<file path="src/rtl/FP_special_values.sv">
// Shared IEEE-754 single-precision constants and the divider state type.
package FP_special_values;

  localparam logic [31:0] FP_POS_ZERO = 32'h0000_0000;
  localparam logic [31:0] FP_NEG_ZERO = 32'h8000_0000;
  localparam logic [31:0] FP_POS_INF  = 32'h7F80_0000;
  localparam logic [31:0] FP_NEG_INF  = 32'hFF80_0000;
  localparam logic [31:0] FP_NAN      = 32'h7FC0_0000;

  // One quotient bit per CALC cycle; 25 bits cover the [0.5, 2) quotient range.
  localparam int unsigned CALC_CYCLES = 25;
  localparam logic [4:0]  CALC_LAST   = 5'(CALC_CYCLES - 1);

  typedef enum logic [1:0] {
    IDLE,
    CALC,
    NORM,
    DONE
  } state_t;

  // Signed zero or signed infinity selected by the result sign.
  function automatic logic [31:0] signed_zero(input logic sign);
    return sign ? FP_NEG_ZERO : FP_POS_ZERO;
  endfunction

  function automatic logic [31:0] signed_inf(input logic sign);
    return sign ? FP_NEG_INF : FP_POS_INF;
  endfunction

endpackage

</file>
<file path="src/rtl/FP_classify.sv">
// Operand class decode: exponent-0 values (zero and denormals) count as zero.
module FP_classify (
  input  logic [30:0] val,
  output logic        is_zero,
  output logic        is_inf,
  output logic        is_nan
);

  logic exp_zero;
  logic exp_ones;
  logic man_zero;

  assign exp_zero = (val[30:23] == 8'h00);
  assign exp_ones = (val[30:23] == 8'hFF);
  assign man_zero = (val[22:0] == 23'h0);

  assign is_zero = exp_zero;
  assign is_inf  = exp_ones & man_zero;
  assign is_nan  = exp_ones & ~man_zero;

endmodule

</file>
<file path="src/rtl/fp_div.sv">
// Single-precision divider: restoring mantissa division, truncating rounding,
// fixed latency regardless of operand class.
module fp_div
  import FP_special_values::*;
(
  input  logic        clk,
  input  logic        rst_n,
  input  logic        start,
  input  logic [31:0] A,
  input  logic [31:0] B,
  output logic        busy,
  output logic        done,
  output logic [31:0] OUT,
  output logic        div_by_zero
);

  state_t state_q, state_d;

  logic [30:0]       a_q, b_q;
  logic              sign_q;
  logic signed [9:0] exp_q;
  logic [23:0]       divisor_q;
  logic [25:0]       rem_q;
  logic [24:0]       quot_q;
  logic [4:0]        cnt_q;
  logic [31:0]       out_q;
  logic              dbz_q;

  logic a_zero, a_inf, a_nan;
  logic b_zero, b_inf, b_nan;

  logic [25:0]       diff;
  logic              q_bit;
  logic [25:0]       rem_nxt;
  logic signed [9:0] norm_exp;
  logic [22:0]       frac;
  logic              spec_hit;
  logic              spec_dbz;
  logic [31:0]       spec_val;
  logic [31:0]       result;

  FP_classify u_class_a (
    .val     (a_q),
    .is_zero (a_zero),
    .is_inf  (a_inf),
    .is_nan  (a_nan)
  );

  FP_classify u_class_b (
    .val     (b_q),
    .is_zero (b_zero),
    .is_inf  (b_inf),
    .is_nan  (b_nan)
  );

  // State register.
  always_ff @(posedge clk) begin
    if (!rst_n) begin
      state_q <= IDLE;
    end else begin
      state_q <= state_d;
    end
  end

  // Next-state: start is only looked at in IDLE, so it is ignored while busy.
  always_comb begin
    state_d = state_q;
    case (state_q)
      IDLE:    if (start) state_d = CALC;
      CALC:    if (cnt_q == CALC_LAST) state_d = NORM;
      NORM:    state_d = DONE;
      DONE:    state_d = IDLE;
      default: state_d = IDLE;
    endcase
  end

  // One restoring-division step; remainder stays below 2*divisor so 26 bits suffice.
  always_comb begin
    diff    = rem_q - {2'b00, divisor_q};
    q_bit   = ~diff[25];
    rem_nxt = q_bit ? {diff[24:0], 1'b0} : {rem_q[24:0], 1'b0};
  end

  // Normalise, truncate, and pick the special-case result by operand class.
  always_comb begin
    norm_exp = quot_q[24] ? exp_q : exp_q - 10'sd1;
    frac     = quot_q[24] ? quot_q[23:1] : quot_q[22:0];

    spec_hit = 1'b1;
    spec_dbz = 1'b0;
    spec_val = FP_NAN;
    if (a_nan || b_nan || (a_zero && b_zero) || (a_inf && b_inf)) begin
      spec_val = FP_NAN;
    end else if (a_inf) begin
      spec_val = signed_inf(sign_q);
    end else if (b_inf) begin
      spec_val = signed_zero(sign_q);
    end else if (b_zero) begin
      spec_val = signed_inf(sign_q);
      spec_dbz = 1'b1;
    end else if (a_zero) begin
      spec_val = signed_zero(sign_q);
    end else begin
      spec_hit = 1'b0;
    end

    if (spec_hit) begin
      result = spec_val;
    end else if (norm_exp <= 10'sd0) begin
      result = signed_zero(sign_q);
    end else if (norm_exp >= 10'sd255) begin
      result = signed_inf(sign_q);
    end else begin
      result = {sign_q, norm_exp[7:0], frac};
    end
  end

  // Datapath: latch on accept, iterate in CALC, publish the result entering DONE.
  always_ff @(posedge clk) begin
    if (!rst_n) begin
      a_q       <= '0;
      b_q       <= '0;
      sign_q    <= 1'b0;
      exp_q     <= '0;
      divisor_q <= '0;
      rem_q     <= '0;
      quot_q    <= '0;
      cnt_q     <= '0;
      out_q     <= FP_POS_ZERO;
      dbz_q     <= 1'b0;
    end else begin
      case (state_q)
        IDLE: begin
          if (start) begin
            a_q       <= A[30:0];
            b_q       <= B[30:0];
            sign_q    <= A[31] ^ B[31];
            exp_q     <= $signed({2'b00, A[30:23]}) - $signed({2'b00, B[30:23]}) + 10'sd127;
            rem_q     <= {2'b01, A[22:0]};
            divisor_q <= {1'b1, B[22:0]};
            quot_q    <= '0;
            cnt_q     <= '0;
          end
        end
        CALC: begin
          rem_q  <= rem_nxt;
          quot_q <= {quot_q[23:0], q_bit};
          cnt_q  <= cnt_q + 5'd1;
        end
        NORM: begin
          exp_q <= norm_exp;
          out_q <= result;
          dbz_q <= spec_hit & spec_dbz;
        end
        default: ;
      endcase
    end
  end

  assign busy        = (state_q != IDLE);
  assign done        = (state_q == DONE);
  assign OUT         = out_q;
  assign div_by_zero = dbz_q;

endmodule

</file>
<file path="config.mk">
export PLATFORM = sky130hd
export DESIGN_NAME = fp_div
export DESIGN_NICKNAME = d
export VERILOG_FILES = /design/src/rtl/FP_special_values.sv /design/src/rtl/FP_classify.sv /design/src/rtl/fp_div.sv
export SDC_FILE = /design/constraint.sdc
export NUM_CORES = 1
export LEC_CHECK = 0
export CELL_PAD_IN_SITES_DETAIL_PLACEMENT = 0
export CELL_PAD_IN_SITES_GLOBAL_PLACEMENT = 1
export CORE_AREA = 5 5 163 165
export DETAILED_ROUTE_END_ITERATION = 8
export DIE_AREA = 0 0 168 170
export GPL_TIMING_DRIVEN = 0
export HOLD_SLACK_MARGIN = 0.1
export PLACE_DENSITY_LB_ADDON = 0.1
export SKIP_CTS_REPAIR_TIMING = 1
export SKIP_LAST_GASP = 1
export SYNTH_ARGS = -nofsm -noshare
export SYNTH_HDL_FRONTEND = slang
export SYNTH_SLANG_ARGS = --single-unit
</file>
<file path="constraint.sdc">
create_clock -name clk -period 2.5 [get_ports clk]
set_input_delay 0.5 -clock clk [delete_from_list [all_inputs] [get_ports clk]]
set_output_delay 0.5 -clock clk [all_outputs]
set_load 0.01 [all_outputs]
</file>
* Yosys cells after proc, flatten, opt, wreduce, memory -nomap -nowiden *
Cells that the tools add are included.
W data, S select, Z words.

storage, ports and cells
  word-level logic and storage cells = 85
  flip-flop bits (word level) = 188
  bits of input ports = 67
  output and inout port bits = 35

cells by class
  bitwise gates (word level) = 9
  magnitude comparators = 2
  multiplexer cells = 33
  eq/ne operators = 8
  add/sub/neg operators = 5
  reductions and logical operators = 17

operators with widths
  cell                     count
  $mux W32                 10
  $mux W26                 2
  $pmux W26 S2             1
  $pmux W25 S2             1
  $logic_not A23 Y1        2
  $sub A26 B24 Y26         1
  $mux W25                 1
  $mux W23                 1
  $mux W10                 2
  $pmux W10 S2             1
  $eq A8 B8 Y1 const B     2
  $logic_not A8 Y1         2
  $add A9 B8 Y10 const B   1
  $ge A10 B9 Y1 const B    1
  $le A10 B1 Y1 const B    1
  $pmux W5 S2              1
  $sub A10 B2 Y10 const B  1
  $mux W1                  9
  $sub A8 B8 Y9            1
  $pmux W2 S4              1
  $reduce_and A2 Y1        4
  $reduce_bool A2 Y1       3
  $add A5 B1 Y5 const B    1
  $and A1 B1 Y1            5
  11 further kinds         19

* Depth between registers and ports, before layout *
  word-level depth = 8
  depth in mapped cells = 12
  gate-level depth less buffers = 12

* Cells and area by module *
A second synthesis with hierarchy kept.

unflattened totals
  cell total of the unflattened synthesis = 1204
  area, all modules = 9401.5 µm²

by module, submodules not included
  module       cells an instance  seq. area each (µm²)  area each (µm²)  times used
  fp_div       1172               3303.2                9203.8           1
  FP_classify  16                 0.0                   98.8             2

* Worst setup path before layout *
No wires, ideal clock.

  kind = reg2reg
  start = reg b_q[13] (netlist name)
  end = reg rem_q[18]
  arrival = 2.653 ns
  setup slack = -0.286 ns
  path buffers = 1
  cell stages (with the launch flop) = 12
  setup time = 0.133 ns
  data required time = 2.367 ns
  period minus slack after synthesis = 2.786 ns
  path through = dfxtp_1 > inv_1 > ha_1 > and4_1 > nand2_1 > o31a_1 > o311ai_1 > mux2i_2 > a311oi_4 > buf_6 > mux2i_1 > o22ai_1

RTL lines
  what                  RTL line       text
  end signal, assigned  fp_div.sv:139  rem_q <= {2'b01, A[22:0]};
  end signal, assigned  fp_div.sv:146  rem_q <= rem_nxt;
  end, declared         fp_div.sv:23   logic [25:0] rem_q;

==> impl_metrics.env <==
export IMPL_layout_nets=1455
export IMPL_synth_edf_count=0
export IMPL_vdd_drop_max_mv=1.108
export IMPL_area_delta_synth_final_pct=34.56
export IMPL_ys_warn_count=0
export IMPL_dr_first_iter_drc_count=541
export IMPL_finClkSkew_ns=0.01675
export IMPL_clockBufferDepth=2
export IMPL_synthArstFlopShare_pct=0
export IMPL_fin_crit_sh_pct=113.5
export IMPL_cts_tree="done"
export IMPL_synth_cell_types=81
export IMPL_core_um2=24890
export IMPL_vias=9148
export IMPL_ant_nets=0
export IMPL_htreeDepth=4
export IMPL_drc=0
export IMPL_stdcell_count=1689
export IMPL_cts_sinks=165
export IMPL_syn_num_nets=1295
export IMPL_dr_pass1_iters=5
export IMPL_grt_total_usage_pct=20.59
export IMPL_vias_per_cell=5.416
export IMPL_place_hpwl_mm=23.72
export IMPL_reg2reg_to="rem_q[15]"
export IMPL_regArea_um2=3346
export IMPL_clk_pin_slew_ns=0.07
export IMPL_drt_total_wl_mm=31.03
export IMPL_drive_gt1_share_pct=21.41
export IMPL_cts_root_buf="clkbuf_16"
export IMPL_hp_class="primary input to register"
export IMPL_path_max_fanout=7
export IMPL_r2r_cells=11
export IMPL_first_global_vias=8629
export IMPL_row_count=58
export IMPL_fin_crit_ns=2.837
export IMPL_gr_total_overflow=0
export IMPL_worst_ep_required_time_ns=2.81
export IMPL_cts_made_buffers=17
export IMPL_p_per_area_nw_per_um2=1498
export IMPL_gp_congestion=0.9031
export IMPL_tightest_slew_ns=0.8431
export IMPL_multi_input_area_um2=6311
export IMPL_reg2reg_from="b_q[11]"
export IMPL_grt_max_degree=20
export IMPL_syn_area_um2=9361
export IMPL_ys_flop_type="dfxtp_1"
export IMPL_finalHoldViolCount=0
export IMPL_slowest_stage="a311oi_4"
export IMPL_cp_end_kind="register"
export IMPL_final_max_slew_violation_count=0
export IMPL_max_freq_mhz=352.5
export IMPL_fin_ws_ns=-0.3365
export IMPL_setup_violations=47
export IMPL_leakage_uw=0.004655
export IMPL_slew_headroom_pct=43.58
export IMPL_hp_start="A[23]"
export IMPL_syn_inst=1186
export IMPL_violations="setup timing"
export IMPL_fill_cells=2427
export IMPL_worst_path_most_repeated_cell="mux2i_4"
export IMPL_grt_pass1_wl_mm=47.04
export IMPL_crit_type="register to register"
export IMPL_ios=102
export IMPL_worstPathCellList="inv_2 -> ha_4 -> and4_4 -> nand2_4 -> o31a_1 -> o311ai_4 -> mux2i_4 -> a311oi_4 -> buf_6 -> mux2i_4 -> o22ai_1"
export IMPL_arrival_ns=3.14
export IMPL_crit_path_start_kind="register"
export IMPL_startpoint="b_q[11]"
export IMPL_antenna_found_initial=0
export IMPL_avgRoutedWirePerCell_um=18.37
export IMPL_dp_cells=1617
export IMPL_cp_endpoint="rem_q[15]"
export IMPL_dieArea_um2=28560
export IMPL_die_h_um=170
export IMPL_cpPeakStageDelay_ns=0.47
export IMPL_outcome="complete, but fails checks"
export IMPL_clock_latency_ns=0.45
export IMPL_ys_seq_elements=165
export IMPL_num_antenna_cells=0
export IMPL_synth_avg_cell_area_um2=7.893
export IMPL_final_common_cell="nand2_1"
export IMPL_start_util_pct=37.61
export IMPL_fin_area_um2=12600
export IMPL_yosysSeqAreaShare_pct=35.28
export IMPL_place_area_um2=11050
export IMPL_io_buffers=101
export IMPL_drv_cap=0
export IMPL_rrSetupSlack_ns=-0.34
export IMPL_fp_dieW_um=168
export IMPL_rsz0062_at_grt="yes"
export IMPL_final_cell_mix="197 x nand2_1, 137 x dfxtp_1, 127 x a21oi_1, 95 x clkdlybuf4s50_1, 84 x nor2_1"
==> state kept, by name, indices dropped and copies added (netlist names) <==
name	cells
quot_q	25
sign_q	1
rem_q	26
a_q	31
exp_q	10
OUT	32
divisor_q	1
b_q	31
div_by_zero	1
cnt_q	5
state_q	2
==> layout make-up <==
| cell class | count | share of cell area (%) |
|---|---|---|
| Buffer | 66 | 2.622 |
| Clock buffer | 17 | 3.377 |
| Clock inverter | 15 | 1.470 |
| Inverter | 52 | 1.659 |
| Multi-Input combinational cell | 902 | 50.10 |
| Sequential cell | 165 | 26.56 |
| Tap cell | 330 | 3.278 |
| Timing Repair Buffer | 142 | 10.94 |
==> where the power goes <==
group | switching, uW | leakage, uW | internal [uW] | total, uW
Clock | 1340 | 0.000292 | 1360 | 2700
Sequential | 550 | 0.00136 | 3170 | 3720
Combinational | 6800 | 0.00300 | 5640 | 12400
==> how the worst min path moves through the flow <==
stage	to	slack, ns	depth (start not counted)
after floorplan	a_q[21]	0.44	2
after global placement	a_q[7]	0.44	2
after detailed placement	a_q[3]	0.45	2
after CTS	a_q[3]	0.46	2
after global routing	a_q[23]	0.32	3
final	a_q[23]	0.32	3
==> cell families after synthesis <==
group / Yosys count / share of synthesized area (%)
AND/OR/NAND/NOR: 448 / 22.29
AO/OA/AOI/OAI: 330 / 22.77
flip-flops: 165 / 35.28
buffers and inverters: 119 / 5.186
multiplexers: 44 / 5.052
adder cells (fa/ha/maj): 42 / 5.774
XOR/XNOR: 38 / 3.635
==> synth_stat cells (all sizes together), types with 19 or more instances <==
| library cell | instances | area (um2) |
|---|---|---|
| inv | 50 | 187.7 |
| dfxtp | 165 | 3303 |
| xnor2 | 24 | 210.2 |
| a21oi | 133 | 680.7 |
| nor2 | 89 | 334.1 |
| o21ai | 38 | 193.9 |
| nand3 | 39 | 205.2 |
| a22oi | 37 | 282.8 |
| nor3 | 19 | 106.4 |
| mux2i | 21 | 214.0 |
| mux2 | 23 | 259.0 |
| nand2 | 204 | 765.7 |
| clkbuf | 47 | 176.4 |
| ha | 40 | 500.5 |
| a211oi | 19 | 142.6 |
| buf | 20 | 113.9 |
==> per-stage QoR <==
step	total power (uW)	util, %	hold slack [ns]	setup WS [ns]	TNS [ns]
2_1_floorplan	10750	-	0.4360	-0.08092	-0.2427
3_5_place_dp	13350	44.41	0.4490	-0.8953	-63.20
3_3_place_gp	13310	44.41	0.4434	-0.9208	-63.26
4_1_cts	16070	46.86	0.4584	-0.9193	-27.70
6_report	18870	50.61	0.3204	-0.3365	-8.227
5_1_grt	20010	50.61	0.3220	-0.4238	-14.99
==> routing by layer <==
| metal | vias to the layer above | wire length (um) | GRT usage (%) | share of wire (%) |
|---|---|---|---|---|
| met5 | - | 0 | 0 | 0 |
| met4 | 0 | 966 | 6.669 | 3.1 |
| met3 | 46 | 1030 | 2.439 | 3.3 |
| met2 | 184 | 15320 | 36.62 | 49 |
| met1 | 4327 | 13720 | 26.04 | 44 |
| li1 | 4591 | - | - | - |
==> critical path, delay by kind of cell, from the launching register on <==
family / cells / cell delay [ns]
simple gates: 2 / 0.34
fa+ha+maj: 1 / 0.31
buf+inv: 2 / 0.27
flops: 1 / 0.35
mux: 2 / 0.40
compound gates: 4 / 1.02
No activity file was read; power rests on OpenSTA's default activity.
